<file path="src/rtl/miai_alu_pkg.sv">
// Shared opcodes, FSM state encoding and decode helpers
// for the bit-serial ALU sequencer.
package miai_alu_pkg;

  localparam logic [2:0] OP_ADD = 3'b000;
  localparam logic [2:0] OP_SUB = 3'b001;
  localparam logic [2:0] OP_AND = 3'b010;
  localparam logic [2:0] OP_OR  = 3'b011;
  localparam logic [2:0] OP_XOR = 3'b100;
  localparam logic [2:0] OP_NOT = 3'b101;

  typedef enum logic [1:0] {
    S_IDLE = 2'd0,
    S_RUN  = 2'd1,
    S_DONE = 2'd2
  } state_e;

  function automatic logic is_arith(
    input logic [2:0] op
  );
    return (op == OP_ADD) || (op == OP_SUB);
  endfunction

  function automatic logic is_legal(
    input logic [2:0] op
  );
    return op <= OP_NOT;
  endfunction

endpackage

</file>
<file path="src/rtl/miai_bitserial_alu_seq_if.sv">
// Operand/result bundle between the pin mapping
// and the bit-serial ALU sequencer.
interface miai_bitserial_alu_seq_if #(
  parameter int WIDTH = 8
) ();

  logic             start;
  logic [2:0]       op;
  logic [WIDTH-1:0] a;
  logic [WIDTH-1:0] b;
  logic             busy;
  logic             done;
  logic [WIDTH-1:0] result;
  logic             carry_out;
  logic             ovf;
  logic             zero;
  logic             err;

  modport master (
    output start, op, a, b,
    input  busy, done, result,
    input  carry_out, ovf, zero, err
  );

  modport slave (
    input  start, op, a, b,
    output busy, done, result,
    output carry_out, ovf, zero, err
  );

endinterface

</file>
<file path="src/rtl/miai_alu1_slice.sv">
// Combinational 1-bit ALU slice; cout is only
// meaningful for ADD/SUB and is 0 otherwise.
module miai_alu1_slice
  import miai_alu_pkg::*;
(
  input  logic       a_i,
  input  logic       b_i,
  input  logic       cin_i,
  input  logic [2:0] op_i,
  output logic       y_o,
  output logic       cout_o
);

  always_comb begin
    y_o    = 1'b0;
    cout_o = 1'b0;
    unique case (1'b1)
      is_arith(op_i): begin
        y_o    = a_i ^ b_i ^ cin_i;
        cout_o = (a_i & b_i) | (a_i & cin_i)
               | (b_i & cin_i);
      end
      (op_i == OP_AND): y_o = a_i & b_i;
      (op_i == OP_OR):  y_o = a_i | b_i;
      (op_i == OP_XOR): y_o = a_i ^ b_i;
      (op_i == OP_NOT): y_o = ~a_i;
      default: ;
    endcase
  end

endmodule

</file>
<file path="src/rtl/miai_bitserial_alu_seq.sv">
// Bit-serial ALU sequencer: shifts WIDTH-bit operands
// LSB first through one slice, then pulses done.
module miai_bitserial_alu_seq
  import miai_alu_pkg::*;
#(
  parameter int WIDTH = 8
) (
  input logic                     clk,
  input logic                     rst,
  miai_bitserial_alu_seq_if.slave bus
);

  localparam int CW = $clog2(WIDTH);

  state_e           state_q, state_d;
  logic [CW-1:0]    cnt_q, cnt_d;
  logic [WIDTH-1:0] a_sr_q, a_sr_d;
  logic [WIDTH-1:0] b_sr_q, b_sr_d;
  logic [WIDTH-1:0] res_sr_q, res_sr_d;
  logic             carry_q, carry_d;
  logic [2:0]       op_q, op_d;
  logic [WIDTH-1:0] result_q, result_d;
  logic             cout_q, cout_d;
  logic             ovf_q, ovf_d;
  logic             zero_q, zero_d;
  logic             err_q, err_d;

  logic             s_b;
  logic             s_y;
  logic             s_cout;
  logic             last;
  logic [WIDTH-1:0] res_final;

  assign s_b = b_sr_q[0] ^ (op_q == OP_SUB);
  assign last = (cnt_q == CW'(WIDTH - 1));
  assign res_final = {s_y, res_sr_q[WIDTH-1:1]};

  miai_alu1_slice u_slice (
    .a_i    (a_sr_q[0]),
    .b_i    (s_b),
    .cin_i  (carry_q),
    .op_i   (op_q),
    .y_o    (s_y),
    .cout_o (s_cout)
  );

  always_comb begin
    state_d  = state_q;
    cnt_d    = cnt_q;
    a_sr_d   = a_sr_q;
    b_sr_d   = b_sr_q;
    res_sr_d = res_sr_q;
    carry_d  = carry_q;
    op_d     = op_q;
    result_d = result_q;
    cout_d   = cout_q;
    ovf_d    = ovf_q;
    zero_d   = zero_q;
    err_d    = err_q;

    unique case (state_q)
      S_RUN: begin
        a_sr_d   = a_sr_q >> 1;
        b_sr_d   = b_sr_q >> 1;
        res_sr_d = res_final;
        cnt_d    = cnt_q + CW'(1);
        if (is_arith(op_q)) carry_d = s_cout;
        if (last) begin
          state_d = S_DONE;
          // ovf compares the carry into and out of the MSB
          if (is_legal(op_q)) begin
            result_d = res_final;
            zero_d   = (res_final == '0);
            err_d    = 1'b0;
          end else begin
            result_d = '0;
            zero_d   = 1'b1;
            err_d    = 1'b1;
          end
          cout_d = is_arith(op_q) & s_cout;
          ovf_d  = is_arith(op_q)
                 & (carry_q ^ s_cout);
        end
      end
      S_IDLE, S_DONE: begin
        state_d = S_IDLE;
        if (bus.start) begin
          state_d = S_RUN;
          a_sr_d  = bus.a;
          b_sr_d  = bus.b;
          op_d    = bus.op;
          carry_d = (bus.op == OP_SUB);
          cnt_d   = '0;
          err_d   = 1'b0;
        end
      end
      default: state_d = S_IDLE;
    endcase
  end

  always_ff @(posedge clk) begin
    if (rst) begin
      state_q  <= S_IDLE;
      cnt_q    <= '0;
      a_sr_q   <= '0;
      b_sr_q   <= '0;
      res_sr_q <= '0;
      carry_q  <= 1'b0;
      op_q     <= OP_ADD;
      result_q <= '0;
      cout_q   <= 1'b0;
      ovf_q    <= 1'b0;
      zero_q   <= 1'b0;
      err_q    <= 1'b0;
    end else begin
      state_q  <= state_d;
      cnt_q    <= cnt_d;
      a_sr_q   <= a_sr_d;
      b_sr_q   <= b_sr_d;
      res_sr_q <= res_sr_d;
      carry_q  <= carry_d;
      op_q     <= op_d;
      result_q <= result_d;
      cout_q   <= cout_d;
      ovf_q    <= ovf_d;
      zero_q   <= zero_d;
      err_q    <= err_d;
    end
  end

  assign bus.busy      = (state_q == S_RUN);
  assign bus.done      = (state_q == S_DONE);
  assign bus.result    = result_q;
  assign bus.carry_out = cout_q;
  assign bus.ovf       = ovf_q;
  assign bus.zero      = zero_q;
  assign bus.err       = err_q;

endmodule

</file>
<file path="src/flat_wrapper.sv">
// flat-port wrapper written by rule: the top's interface ports become plain ports
module miai_bitserial_alu_seq_flat import miai_alu_pkg::*;
#(
  parameter int WIDTH = 8
)
  (clk, rst, bus_start, bus_op, bus_a, bus_b, bus_busy, bus_done, bus_result, bus_carry_out, bus_ovf, bus_zero, bus_err);
  miai_bitserial_alu_seq_if #(.WIDTH(WIDTH)) bus_i ();
  input logic clk;
  input logic rst;
  input wire logic [$bits(bus_i.start)-1:0] bus_start;
  input wire logic [$bits(bus_i.op)-1:0] bus_op;
  input wire logic [$bits(bus_i.a)-1:0] bus_a;
  input wire logic [$bits(bus_i.b)-1:0] bus_b;
  output wire logic [$bits(bus_i.busy)-1:0] bus_busy;
  output wire logic [$bits(bus_i.done)-1:0] bus_done;
  output wire logic [$bits(bus_i.result)-1:0] bus_result;
  output wire logic [$bits(bus_i.carry_out)-1:0] bus_carry_out;
  output wire logic [$bits(bus_i.ovf)-1:0] bus_ovf;
  output wire logic [$bits(bus_i.zero)-1:0] bus_zero;
  output wire logic [$bits(bus_i.err)-1:0] bus_err;
  assign bus_i.start = bus_start;
  assign bus_i.op = bus_op;
  assign bus_i.a = bus_a;
  assign bus_i.b = bus_b;
  assign bus_busy = bus_i.busy;
  assign bus_done = bus_i.done;
  assign bus_result = bus_i.result;
  assign bus_carry_out = bus_i.carry_out;
  assign bus_ovf = bus_i.ovf;
  assign bus_zero = bus_i.zero;
  assign bus_err = bus_i.err;
  miai_bitserial_alu_seq #(.WIDTH(WIDTH)) u_core (.clk(clk), .rst(rst), .bus(bus_i));
endmodule
</file>
<file path="config.mk">
export PLATFORM = sky130hd
export DESIGN_NAME = miai_bitserial_alu_seq_flat
export DESIGN_NICKNAME = d
export VERILOG_FILES = /design/src/rtl/miai_alu_pkg.sv /design/src/rtl/miai_bitserial_alu_seq_if.sv /design/src/rtl/miai_alu1_slice.sv /design/src/rtl/miai_bitserial_alu_seq.sv /design/src/flat_wrapper.sv
export SDC_FILE = /design/constraint.sdc
export NUM_CORES = 1
export LEC_CHECK = 0
export ABC_AREA = 1
export CAP_MARGIN = 10
export CORE_ASPECT_RATIO = 0.7
export CORE_MARGIN = 1
export CORE_UTILIZATION = 48
export DETAILED_ROUTE_END_ITERATION = 12
export PLACE_DENSITY_LB_ADDON = 0.25
export SLEW_MARGIN = 20
export SYNTH_ARGS = -nofsm -noshare
export SYNTH_HDL_FRONTEND = slang
export SYNTH_SLANG_ARGS = --single-unit
</file>
<file path="constraint.sdc">
create_clock -name clk -period 2.1 [get_ports clk]
set_clock_uncertainty 0.05 [all_clocks]
set_input_delay 0.315 -clock clk [delete_from_list [all_inputs] [get_ports clk]]
set_output_delay 0.315 -clock clk [all_outputs]
set_load 0.005 [all_outputs]
</file>
==> flow_summary.rst <==
.. list-table::
   :header-rows: 1

   * - Metric
     - Value
   * - Clock group share of total power
     - 34.2%
   * - Power per standard cell area
     - 750 nW/um^2
   * - # setup viols final
     - 0
   * - Post-cts gate resize count
     - 0
   * - Sequential fraction of design power
     - 50.8%
   * - Effective utilization at floorplan
     - 49.9%
   * - Largest family of logic cells by synthesized area
     - simple AND/OR/NAND/NOR gates
   * - Post-synthesis sequential area ratio
     - 45.0%
   * - Cts bufs inserted
     - 5
   * - Number of buffers on the longest clock path
     - 2
   * - Number of unique standard cell types used by synthesis
     - 30
   * - Synth warnings
     - 0
   * - Highest net fanout along the worst path
     - 13
   * - Nets@finish
     - 309
   * - Number of antenna repair diodes
     - 0
   * - Dominant cells by area after synthesis
     - dfxtp_1 45%, nand2_1 12%, o21ai_0 6.1%
   * - Maximum clock frequency
     - 0.518 GHz
   * - Final-report hold violation count
     - 0
   * - Type of element capturing the critical path
     - primary output
   * - DRC Markers
     - 0
   * - Number of port buffers
     - 35
   * - XOR/XNOR share of the synthesized area
     - 0.448%
   * - Mapped Avg Cell Area
     - 7.85 um^2
   * - Total via count after detailed routing
     - 1675
   * - Total of max-cap violations
     - 0
   * - Net switching power figure
     - 0.000466 W
   * - Post-synthesis simple-gate area fraction
     - 23.7%
   * - Non-Filler Instances
     - 335
   * - Post-synth top area share
     - 45.0%
   * - Cell count after synthesis
     - 249
   * - First-pass iteration count of the detailed router
     - 4
   * - Dpl cells
     - 327
   * - Status
     - finished clean
   * - Synth Flop Type
     - dfxtp_1
   * - Fraction of the mapped netlist area in adder cells
     - 3.58%
   * - Worst slack at placement
     - 0.139 ns
   * - Area of the mapped netlist
     - 1960 um^2
   * - Clk Tree Root Cell
     - clkbuf_8
   * - Worst min-delay path class
     - reg -> reg
   * - Post-route antenna net violation count
     - 0
   * - Number of placed I/O pins
     - 36
   * - DRC violation total after the first TritonRoute iteration
     - 116
   * - Number of sinks driven by the clock tree
     - 44
   * - Final period demand of the worst path
     - 1.93 ns
   * - Compound-gate portion of the synthesized area
     - 19.3%
   * - Wire length of the first global-routing pass
     - 7170 um
   * - Clock network latency to the later pin of the worst-skew pair
     - 0.29 ns
   * - Final setup margin
     - 0.170 ns
   * - Post-route clock period utilization
     - 91.9%
   * - TritonCTS clock tree
     - done
   * - Transition time at the pin with the least slew margin
     - 0.300 ns
   * - Leftover overflow at the end of global routing
     - 0
   * - Pin count of the biggest net entering global routing
     - 31
   * - Clock slew at the register clock pins of the worst setup and hold paths
     - 0.08 ns
   * - Number of filler instances in the final layout
     - 368
   * - DRT Wirelength
     - 3940 um
   * - Type of the worst setup path
     - reg -> out
   * - Required time reported for the critical path endpoint
     - 1.74 ns
   * - Total Routing Usage GR
     - 21.2%
   * - Routed WL per cell
     - 11.8 um
   * - Net switching fraction of the power
     - 25.6%
   * - Number of antenna violations at the first check in global routing
     - 0
   * - Int Power
     - 0.00136 W
   * - WP data arrival
     - 1.56 ns
   * - Full die area
     - 4340 um^2
   * - Core Footprint
     - 3920 um^2
   * - Die H
     - 55.4 um
   * - Final Wtd Congestion
     - 0.930
   * - Number of enable-type register cells in the synthesized netlist
     - 0
   * - Share of final-layout standard cells stronger than drive strength 1
     - 9.54%
   * - Growth of design area from synthesis to finish
     - 24.3%
   * - Clock H-tree levels
     - 2
   * - Worst vdd rail ir drop
     - 0.441 mV
   * - RSZ-0062 raised after global routing
     - no
   * - Number of nets produced by synthesis
     - 276
   * - Post-synth top cells
     - 63 x nand2_1, 44 x dfxtp_1, 28 x nor2_1
   * - Share of cell area taken by muxes after synthesis
     - 0%
   * - Leakage
     - 0.950 nW
   * - Setup TNS after final layout
     - 0 ns
   * - Cell taking the most area after synthesis
     - dfxtp_1
   * - Kind of start point of the critical path
     - flip-flop
   * - Vias per std cell
     - 5.00
   * - Post-CTS Setup Repair Bufs
     - 0
   * - Horiz. Die Dim
     - 78.3 um
   * - HPWL after DPL
     - 2770 um
   * - Pins Over Slew Limit
     - 0
   * - Comb pwr share
     - 15.0%
   * - CTS Hold Bufs
     - 0
   * - Number of rows created at floorplan
     - 19
   * - Share of synthesized registers carrying an async set or reset
     - 0%
   * - Number of synthesized register bits
     - 44
   * - Dominant cell by count in the synthesized netlist
     - nand2_1
   * - Max-slew headroom
     - 79.9%
   * - Via count of the first global-routing pass
     - 1643
-- state kept, by name, indices dropped and copies added, names as in the netlist --
name                  flops
u_core.a_sr_q             8
u_core.b_sr_q             8
u_core.bus.carry_out      1
u_core.bus.err            1
u_core.bus.ovf            1
u_core.bus.result         8
u_core.bus.zero           1
u_core.carry_q            1
u_core.cnt_q              3
u_core.op_q               3
u_core.res_sr_q           7
u_core.state_q            2
-- metal layers --
layer / global-route usage, % / vias to the layer above / wire length (um)
li1: - / 889 / -
met1: 30.3 / 739 / 2010
met5: 0 / - / 0
met4: 5.56 / 0 / 43
met2: 32.1 / 40 / 1690
met3: 4.96 / 7 / 200
-- cells in the final DEF (no fill, tap or decap), types with 2 or more instances in the layout --
master            n
a21oi_1          18
a22oi_2           3
a31oi_1          15
buf_4             3
clkbuf_8          5
clkdlybuf4s50_1  35
dfxtp_1          43
ha_1              4
inv_1            13
inv_4             2
nand2_1          63
nand2_8           2
nand3_1           7
nor2_1           27
o21ai_0          24
-- critical path: stages, from the launching register on --
cell,delay (ns)
dfxtp_1,0.48
nand2_8,0.12
inv_4,0.15
clkdlybuf4s50_1,0.52
-- cell type report --
| class | count | area (um^2) | share of cell area (%) |
|---|---|---|---|
| Clock inverter | 2 | 35.0 | 1.44 |
| Tap cell | 52 | 65.1 | 2.68 |
| Inverter | 17 | 73.8 | 3.04 |
| Sequential cell | 44 | 882 | 36.3 |
| Multi-Input combinational cell | 176 | 930 | 38.2 |
| Clock buffer | 6 | 72.6 | 2.99 |
| Timing Repair Buffer | 38 | 373 | 15.3 |
-- worst paths after layout --
kind | start | to | slack [ns] | depth (start not counted)
worst min-delay path | u_core.bus.zero | u_core.bus.zero | 0.42 | 2
worst max register to register | u_core.op_q[0] | u_core.res_sr_q[7] | 0.17 | 12
worst min register to register | u_core.bus.zero | u_core.bus.zero | 0.42 | 2
worst max-delay path | u_core.state_q[0] | bus_busy | 0.17 | 3
-- power by group through the flow --
stage                     sequential [W]  combinational, W  clock (W)
after floorplan                 0.000932          0.000201          0
after global placement          0.000942          0.000263          0
after detailed placement        0.000942          0.000269          0
after CTS                       0.000923          0.000271   0.000637
after global routing            0.000933          0.000315   0.000677
final                           0.000925          0.000274   0.000624
-- kinds of logic (layout without fill, tap and decap cells) --
group	after synthesis	in the layout
fa+ha+maj	5	5
simple gates	106	106
buf+inv	29	63
compound gates	64	64
flops	44	44
xor+xnor	1	1
-- through the flow --
step	area (um^2)	hold WS [ns]	util, %	total power [W]
after CTS	2420	0.417	61.7	0.00183
after global placement	2310	0.395	58.9	0.00120
after floorplan	1960	0.379	-	0.00113
final	2430	0.416	62.0	0.00182
after detailed placement	2310	0.407	58.9	0.00121
after global routing	2430	0.437	62.0	0.00192
No activity file was read; power rests on OpenSTA's default activity.
